**config.mk**
```make
export PLATFORM = sky130hd
export DESIGN_NAME = column_approx_div_flat
export DESIGN_NICKNAME = d
export VERILOG_FILES = /design/src/rtl/column_approx_div_pkg.sv /design/src/rtl/column_approx_div_if.sv /design/src/rtl/column_approx_div_step.sv /design/src/rtl/column_approx_div.sv /design/src/flat_wrapper.sv
export SDC_FILE = /design/constraint.sdc
export NUM_CORES = 1
export LEC_CHECK = 0
export CELL_PAD_IN_SITES_DETAIL_PLACEMENT = 0
export CELL_PAD_IN_SITES_GLOBAL_PLACEMENT = 1
export CORE_UTILIZATION = 42
export CTS_CLUSTER_SIZE = 30
export DETAILED_ROUTE_END_ITERATION = 10
export PLACE_DENSITY_LB_ADDON = 0.25
export SLEW_MARGIN = 20
export SYNTH_ARGS = -nofsm -noshare
export SYNTH_HDL_FRONTEND = slang
export SYNTH_HIERARCHICAL = 1
export SYNTH_SLANG_ARGS = --single-unit
```
**constraint.sdc**
```tcl
create_clock -name clk -period 7.6 [get_ports clk]
set_input_delay 2.28 -clock clk [delete_from_list [all_inputs] [get_ports clk]]
set_output_delay 2.28 -clock clk [all_outputs]
set_load 0.005 [all_outputs]
```
**src/rtl/column_approx_div_pkg.sv**
```systemverilog
// Shared types and constants for the column-truncated approximate divider.
// Feature macro: COLUMN_APPROX_DIV_ROUND_EN (midpoint compensation of truncated columns).
package column_approx_pkg;

  typedef enum logic [1:0] {
    IDLE = 2'd0,
    RUN  = 2'd1,
    DONE = 2'd2
  } state_e;

  localparam int DEFAULT_LENGTH = 8;
  localparam int DEFAULT_THETA  = 3;

  // Number of quotient columns actually computed.
  function automatic int iter_count(input int length, input int theta);
    return length - theta;
  endfunction

endpackage

```
**src/rtl/column_approx_div_if.sv**
```systemverilog
// Valid/ready operand and result bundle for column_approx_div.
// Feature macro: COLUMN_APPROX_DIV_ROUND_EN (no effect on this interface).
interface column_approx_div_if #(
  parameter int LENGTH = 8
);
  logic                  in_valid;
  logic                  in_ready;
  logic [2*LENGTH-1:0]   z;
  logic [LENGTH-1:0]     y;
  logic                  out_valid;
  logic                  out_ready;
  logic [LENGTH-1:0]     q;
  logic [LENGTH-1:0]     rem;
  logic                  ovf;
  logic                  dz;

  modport master (
    output in_valid, z, y, out_ready,
    input  in_ready, out_valid, q, rem, ovf, dz
  );

  modport slave (
    input  in_valid, z, y, out_ready,
    output in_ready, out_valid, q, rem, ovf, dz
  );
endinterface

```
**src/rtl/column_approx_div_step.sv**
```systemverilog
// One combinational restoring-division step: shift in a dividend bit, trial-subtract y.
// Feature macro: COLUMN_APPROX_DIV_ROUND_EN (no effect on this module).
module column_approx_div_step #(
  parameter int LENGTH = 8
) (
  input  logic [LENGTH:0]   i_r,
  input  logic              i_bit,
  input  logic [LENGTH-1:0] i_y,
  output logic [LENGTH:0]   o_r,
  output logic              o_qbit
);

  // Full-width compare keeps every bit of i_r live; R < y bounds the true result.
  always_comb begin
    o_qbit = ({i_r, i_bit} >= {2'b00, i_y});
    o_r    = o_qbit ? (LENGTH+1)'({i_r, i_bit} - {2'b00, i_y})
                    : (LENGTH+1)'({i_r, i_bit});
  end

endmodule

```
**src/rtl/column_approx_div.sv**
```systemverilog
// Sequential restoring divider computing only the upper LENGTH-THETA quotient bits.
// Feature macro: COLUMN_APPROX_DIV_ROUND_EN sets q[THETA-1] when the final remainder is non-zero.
module column_approx_div
  import column_approx_pkg::*;
#(
  parameter int LENGTH = DEFAULT_LENGTH,
  parameter int THETA  = DEFAULT_THETA
) (
  input  logic clk,
  input  logic rst,
  column_approx_div_if.slave bus
);

  localparam int ITERS = iter_count(LENGTH, THETA);
  localparam int IW    = (LENGTH > 1) ? $clog2(LENGTH) : 1;
  localparam logic [IW-1:0] FIRST_I = IW'(LENGTH - 1);
  localparam logic [IW-1:0] LAST_I  = IW'(LENGTH - ITERS);

  state_e              r_state;
  state_e              w_state_next;
  logic [LENGTH:0]     r_r;
  logic [LENGTH-1:0]   r_z_lo;
  logic [LENGTH-1:0]   r_y;
  logic [LENGTH-1:0]   r_q;
  logic [LENGTH-1:0]   r_rem;
  logic [IW-1:0]       r_i;
  logic                r_ovf;
  logic                r_dz;

  logic                w_accept;
  logic                w_y_zero;
  logic                w_hi_ovf;
  logic                w_last;
  logic [LENGTH:0]     w_r_next;
  logic                w_qbit;
  logic [LENGTH-1:0]   w_q_step;
  logic [LENGTH-1:0]   w_q_final;

  assign w_accept = (r_state == IDLE) && bus.in_valid;
  assign w_y_zero = (bus.y == '0);
  assign w_hi_ovf = (bus.z[2*LENGTH-1:LENGTH] >= bus.y);
  assign w_last   = (r_i == LAST_I);

  column_approx_div_step #(
    .LENGTH (LENGTH)
  ) u_step (
    .i_r    (r_r),
    .i_bit  (r_z_lo[r_i]),
    .i_y    (r_y),
    .o_r    (w_r_next),
    .o_qbit (w_qbit)
  );

  always_comb begin
    w_q_step      = r_q;
    w_q_step[r_i] = w_qbit;
  end

`ifdef COLUMN_APPROX_DIV_ROUND_EN
  logic [LENGTH-1:0] w_rnd_mask;
  generate
    if (THETA > 0) begin : g_rnd
      assign w_rnd_mask = LENGTH'(1) << (THETA - 1);
    end else begin : g_no_rnd
      assign w_rnd_mask = '0;
    end
  endgenerate
  // Non-zero residue means the true quotient lies above the truncated one.
  assign w_q_final = w_q_step | ((w_r_next != '0) ? w_rnd_mask : '0);
`else
  assign w_q_final = w_q_step;
`endif

  always_ff @(posedge clk) begin
    if (rst) begin
      r_state <= IDLE;
    end else begin
      r_state <= w_state_next;
    end
  end

  always_comb begin
    w_state_next = r_state;
    unique case (r_state)
      IDLE: begin
        if (w_accept) begin
          w_state_next = (w_y_zero || w_hi_ovf) ? DONE : RUN;
        end
      end
      RUN: begin
        if (w_last) begin
          w_state_next = DONE;
        end
      end
      DONE: begin
        if (bus.out_ready) begin
          w_state_next = IDLE;
        end
      end
      default: w_state_next = IDLE;
    endcase
  end

  always_comb begin
    bus.in_ready  = (r_state == IDLE);
    bus.out_valid = (r_state == DONE);
  end

  assign bus.q   = r_q;
  assign bus.rem = r_rem;
  assign bus.ovf = r_ovf;
  assign bus.dz  = r_dz;

  always_ff @(posedge clk) begin
    if (rst) begin
      r_r    <= '0;
      r_z_lo <= '0;
      r_y    <= '0;
      r_q    <= '0;
      r_rem  <= '0;
      r_i    <= '0;
      r_ovf  <= 1'b0;
      r_dz   <= 1'b0;
    end else begin
      case (r_state)
        IDLE: begin
          if (bus.in_valid) begin
            r_z_lo <= bus.z[LENGTH-1:0];
            r_y    <= bus.y;
            r_i    <= FIRST_I;
            r_r    <= {1'b0, bus.z[2*LENGTH-1:LENGTH]};
            r_rem  <= '0;
            // Divide-by-zero wins over overflow so the flags stay exclusive.
            if (w_y_zero) begin
              r_dz  <= 1'b1;
              r_ovf <= 1'b0;
              r_q   <= '1;
            end else if (w_hi_ovf) begin
              r_dz  <= 1'b0;
              r_ovf <= 1'b1;
              r_q   <= '1;
            end else begin
              r_dz  <= 1'b0;
              r_ovf <= 1'b0;
              r_q   <= '0;
            end
          end
        end
        RUN: begin
          r_r <= w_r_next;
          r_i <= r_i - IW'(1);
          if (w_last) begin
            r_q   <= w_q_final;
            r_rem <= w_r_next[LENGTH-1:0];
          end else begin
            r_q <= w_q_step;
          end
        end
        default: begin
        end
      endcase
    end
  end

endmodule
```
**src/flat_wrapper.sv**
```systemverilog
// flat-port wrapper written by rule: the top's interface ports become plain ports
module column_approx_div_flat import column_approx_pkg::*;
#(
  parameter int LENGTH = DEFAULT_LENGTH,
  parameter int THETA  = DEFAULT_THETA
)
  (clk, rst, bus_in_valid, bus_z, bus_y, bus_out_ready, bus_in_ready, bus_out_valid, bus_q, bus_rem, bus_ovf, bus_dz);
  column_approx_div_if #(.LENGTH(LENGTH)) bus_i ();
  input  logic clk;
  input  logic rst;
  input wire logic [$bits(bus_i.in_valid)-1:0] bus_in_valid;
  input wire logic [$bits(bus_i.z)-1:0] bus_z;
  input wire logic [$bits(bus_i.y)-1:0] bus_y;
  input wire logic [$bits(bus_i.out_ready)-1:0] bus_out_ready;
  output wire logic [$bits(bus_i.in_ready)-1:0] bus_in_ready;
  output wire logic [$bits(bus_i.out_valid)-1:0] bus_out_valid;
  output wire logic [$bits(bus_i.q)-1:0] bus_q;
  output wire logic [$bits(bus_i.rem)-1:0] bus_rem;
  output wire logic [$bits(bus_i.ovf)-1:0] bus_ovf;
  output wire logic [$bits(bus_i.dz)-1:0] bus_dz;
  assign bus_i.in_valid = bus_in_valid;
  assign bus_i.z = bus_z;
  assign bus_i.y = bus_y;
  assign bus_i.out_ready = bus_out_ready;
  assign bus_in_ready = bus_i.in_ready;
  assign bus_out_valid = bus_i.out_valid;
  assign bus_q = bus_i.q;
  assign bus_rem = bus_i.rem;
  assign bus_ovf = bus_i.ovf;
  assign bus_dz = bus_i.dz;
  column_approx_div #(.LENGTH(LENGTH), .THETA(THETA)) u_core (.clk(clk), .rst(rst), .bus(bus_i));
endmodule
```
==> summary.md <==
| Metric | Value |
|---|---|
| Final WS setup | `3.30 ns` |
| Worst path cell trace | `mux4_2, nand2_1, nand2_1, inv_1, ha_1, inv_1, fa_1, nand3_1, a21oi_1, nor4b_4, inv_1, a41oi_1, nor2_1, a311oi_1` |
| FILL cells | `667` |
| Setup_tns | `0 ns` |
| Register bit total from synthesis | `48` |
| # nets final | `436` |
| Final worst path period need | `4.30 ns` |
| Delay-heaviest family, CP | `simple AND/OR/NAND/NOR gates` |
| Total Power | `783 uW` |
| Number of synthesized flops with an enable pin | `0` |
| Routed WL per cell | `15.1 um` |
| # port buffers | `47` |
| Most common cell on crit path | `inv_1` |
| Slew HR | `29.1%` |
| Worst Hold Path Cells | `2` |
| CTS H-tree lvls | `2` |
| Largest net degree at the start of global routing | `50` |
| Vias per cell | `5.39` |
| Cell taking the most area after synthesis | `dfxtp_1` |
| Main combinational cell family by area after synthesis | `simple AND/OR/NAND/NOR gates` |
| Critical Path AT | `4.51 ns` |
| Starting density of the core | `44.2%` |
| Hold_buf cts | `0` |
| Core area | `0.00646 mm2` |
| Antenna violations before repair | `0` |
| Compound-gate portion of the synthesized area | `17.7%` |
| RD Place Congestion | `0.815` |
| Worst Setup End Kind | `register` |
| Die height | `84.5 um` |
| Max Root-Sink Buffers | `2` |
| Final Setup Violations | `0` |
| Unrepaired setup endpoints after global routing | `no` |
| Die ar. | `0.00714 mm2` |
| Met1 usage in global routing | `28.1%` |
| Worst-path fanout max | `14` |
| Worst min-delay path endpoint | `u_core/r_z_lo[4]` |
| Post-CTS setup buffers | `0` |
| GR peak layer | `met2` |
| Final WL | `7070 um` |
| CTS tree | `built` |
| Status | `complete, no violations` |
| Commonest non-fill, non-tap cell in the layout | `nand2_1` |
| Mapped Nets | `400` |
| Die W | `84.5 um` |
| Syn Inst Count | `353` |
| Vias in the first global route | `2,431` |
| Number of antenna diodes | `0` |
| Simple-gate portion of the synthesized area | `27.8%` |
| P_leak | `0.00128 uW` |
| Share of layout cells above drive strength 1 | `6.92%` |
| Worst Setup Path Type | `reg2reg` |
| Ys flop type | `dfxtp_1` |
| Maximum VDD drop | `0.122 mV` |
| Avg Inst Size Synth | `8.09 um2` |
| DR DRC count | `0` |
| Clk sinks | `48` |
| Multiplexer area fraction after synthesis | `3.20%` |
| Met2 Track Usage GR | `35.5%` |
| R2R depth | `14` |
| Worst min path class | `reg2reg` |
| YS warnings | `6` |
| CTS Buf Count | `5` |
| Share of the synthesized area in the top cell type | `33.6%` |
| Met3 usage | `3.05%` |
| DRT iter0 DRCs | `112` |
| Slew @ Worst Pin | `1.06 ns` |
| Area added between synthesis and finish | `19.2%` |
| Worst R2R Start | `u_core/r_i[1]` |
| Ranking of synthesized cells by area | `dfxtp_1, nand2_1, ha_1, a21oi_1, a311oi_1` |
| Slowest-stage cell, CP | `nor4b_4` |
| GR Util All Layers | `21.0%` |
| Final number of max-transition violations | `0` |
| I/O pin total | `48` |
| Mapped Area | `0.00286 mm2` |
| Async set or reset register ratio after synthesis | `0%` |
| Post-DP HPWL | `5070 um` |
| R2R Path End | `u_core/r_r[7]` |
| DP Cell Count | `459` |
| Fmax | `0.233 GHz` |
| Internal reg-to-reg setup slack | `3.30 ns` |
| Worst skew pair latency | `0.30 ns` |
| Total grt overflow | `0` |
| Most frequent cells in the layout | `nand2_1, dfxtp_1, clkdlybuf4s50_1` |
| DRT antenna net count | `0` |
| Clock slew at reported path FFs | `0.09 ns` |
| Vias | `2,518` |
| First drt pass iteration count | `4` |
| Final hold vios | `0` |
| Placement Setup Slack | `3.26 ns` |
| Critical Path Start Type | `register` |
| Netlist cell types | `54` |
| Power Density | `230 mW/mm2` |
| Hold wc startpoint | `u_core/r_z_lo[4]` |
| Max stage delay on crit path | `0.71 ns` |
| Post-cts repair resize count | `0` |
| Max-cap violations | `0` |
| Post-Layout Cell Count | `467` |
| Clock Tree Root | `clkbuf_8` |
| Adder-Cell Fraction of Synth Area | `8.59%` |
| Worst endpoint required time | `7.81 ns` |
| Tcrit/Tclk final | `56.6%` |
| Seq/Total Area, Yosys | `33.6%` |
| Row count | `29` |
| Final Skew | `0.00445 ns` |
| CP bufs+invs | `3` |
| Synth Area in XOR/XNOR | `1.53%` |
| Global-route wire length before repair | `12,000 um` |
worst max path at each step:
| stage | cells after the start | slack (ns) | startpoint | endpoint |
|---|---|---|---|---|
| 2_1_floorplan | 7 | 4.02 | bus_y[2] | u_core/r_state[0] |
| 3_3_place_gp | 8 | 3.32 | bus_y[6] | u_core/r_state[0] |
| 3_5_place_dp | 8 | 3.26 | bus_y[6] | u_core/bus.q[7] |
| 4_1_cts | 14 | 3.32 | u_core/r_i[1] | u_core/r_r[7] |
| 5_1_grt | 14 | 2.97 | u_core/r_i[1] | u_core/r_r[7] |
| 6_report | 14 | 3.30 | u_core/r_i[1] | u_core/r_r[7] |
sequential cells by signal (all words and copies together) (netlist names):
name	cells
u_core/bus.ovf	1
u_core/r_i	3
u_core/bus.dz	1
u_core/bus.q	8
u_core/r_r	9
u_core/r_state	2
u_core/r_y	8
u_core/bus.rem	8
u_core/r_z_lo	8
synthesized netlist by cell type (3+ instances only):
master	number
dfxtp_1	48
nor4_1	6
clkbuf_1	8
buf_6	5
xnor2_1	3
ha_1	18
inv_1	25
a21oi_1	40
nor3_1	8
nor2_1	20
buf_4	3
nor2b_1	5
nand2_1	68
o21ai_0	7
buf_2	3
nand4_1	3
a311oi_1	11
nand3_1	14
nand2b_1	12
per-stage QoR:
step | hold WS (ns) | cell area [um2] | utilization [%]
floorplan | 0.433 | 2860 | -
global placement | 0.439 | 3310 | 51.2
detailed placement | 0.447 | 3310 | 51.2
CTS | 0.461 | 3400 | 52.7
global route | 0.476 | 3400 | 52.7
finish | 0.454 | 3400 | 52.7
kinds of logic after synthesis:
group	count (synthesis)
adders and majority gates	19
muxes	6
DFF	48
buffers and inverters	44
xor gates and xnor gates	5
and+or+nand+nor	153
AOI/OAI and AO/OA	78
area by class of cell:
class | count | area, um2 | area share, %
Multi-Input combinational cell | 261 | 1680 | 49.3
Sequential cell | 48 | 961 | 28.2
Clock buffer | 6 | 82.6 | 2.43
Clock inverter | 2 | 15.0 | 0.441
Timing Repair Buffer | 48 | 478 | 14.0
Inverter | 25 | 93.8 | 2.76
Tap cell | 77 | 96.3 | 2.83
worst register-to-register path, delay by kind of cell, from the launching register on:
| family | cells | cell delay (ns) |
|---|---|---|
| AOI/OAI and AO/OA | 3 | 0.75 |
| adders and majority gates | 2 | 0.57 |
| buffers and inverters | 3 | 0.54 |
| DFF | 1 | 0.67 |
| muxes | 1 | 0.58 |
| and+or+nand+nor | 5 | 1.11 |
layer usage:
metal  vias up  share of wire, %
li1       1295                 -
met1      1180                48
met2        35                48
met3         8               2.8
met4         0               1.2
met5         -                 0
power by group:
part / internal (uW) / leakage, uW / total, uW / switching, uW
Sequential: 278 / 0.000394 / 306 / 27.5
Clock: 73.8 / 0.0000434 / 163 / 89.3
Combinational: 134 / 0.000847 / 314 / 180
Total: 486 / 0.00128 / 783 / 297
(Power assumes the default switching activity.)
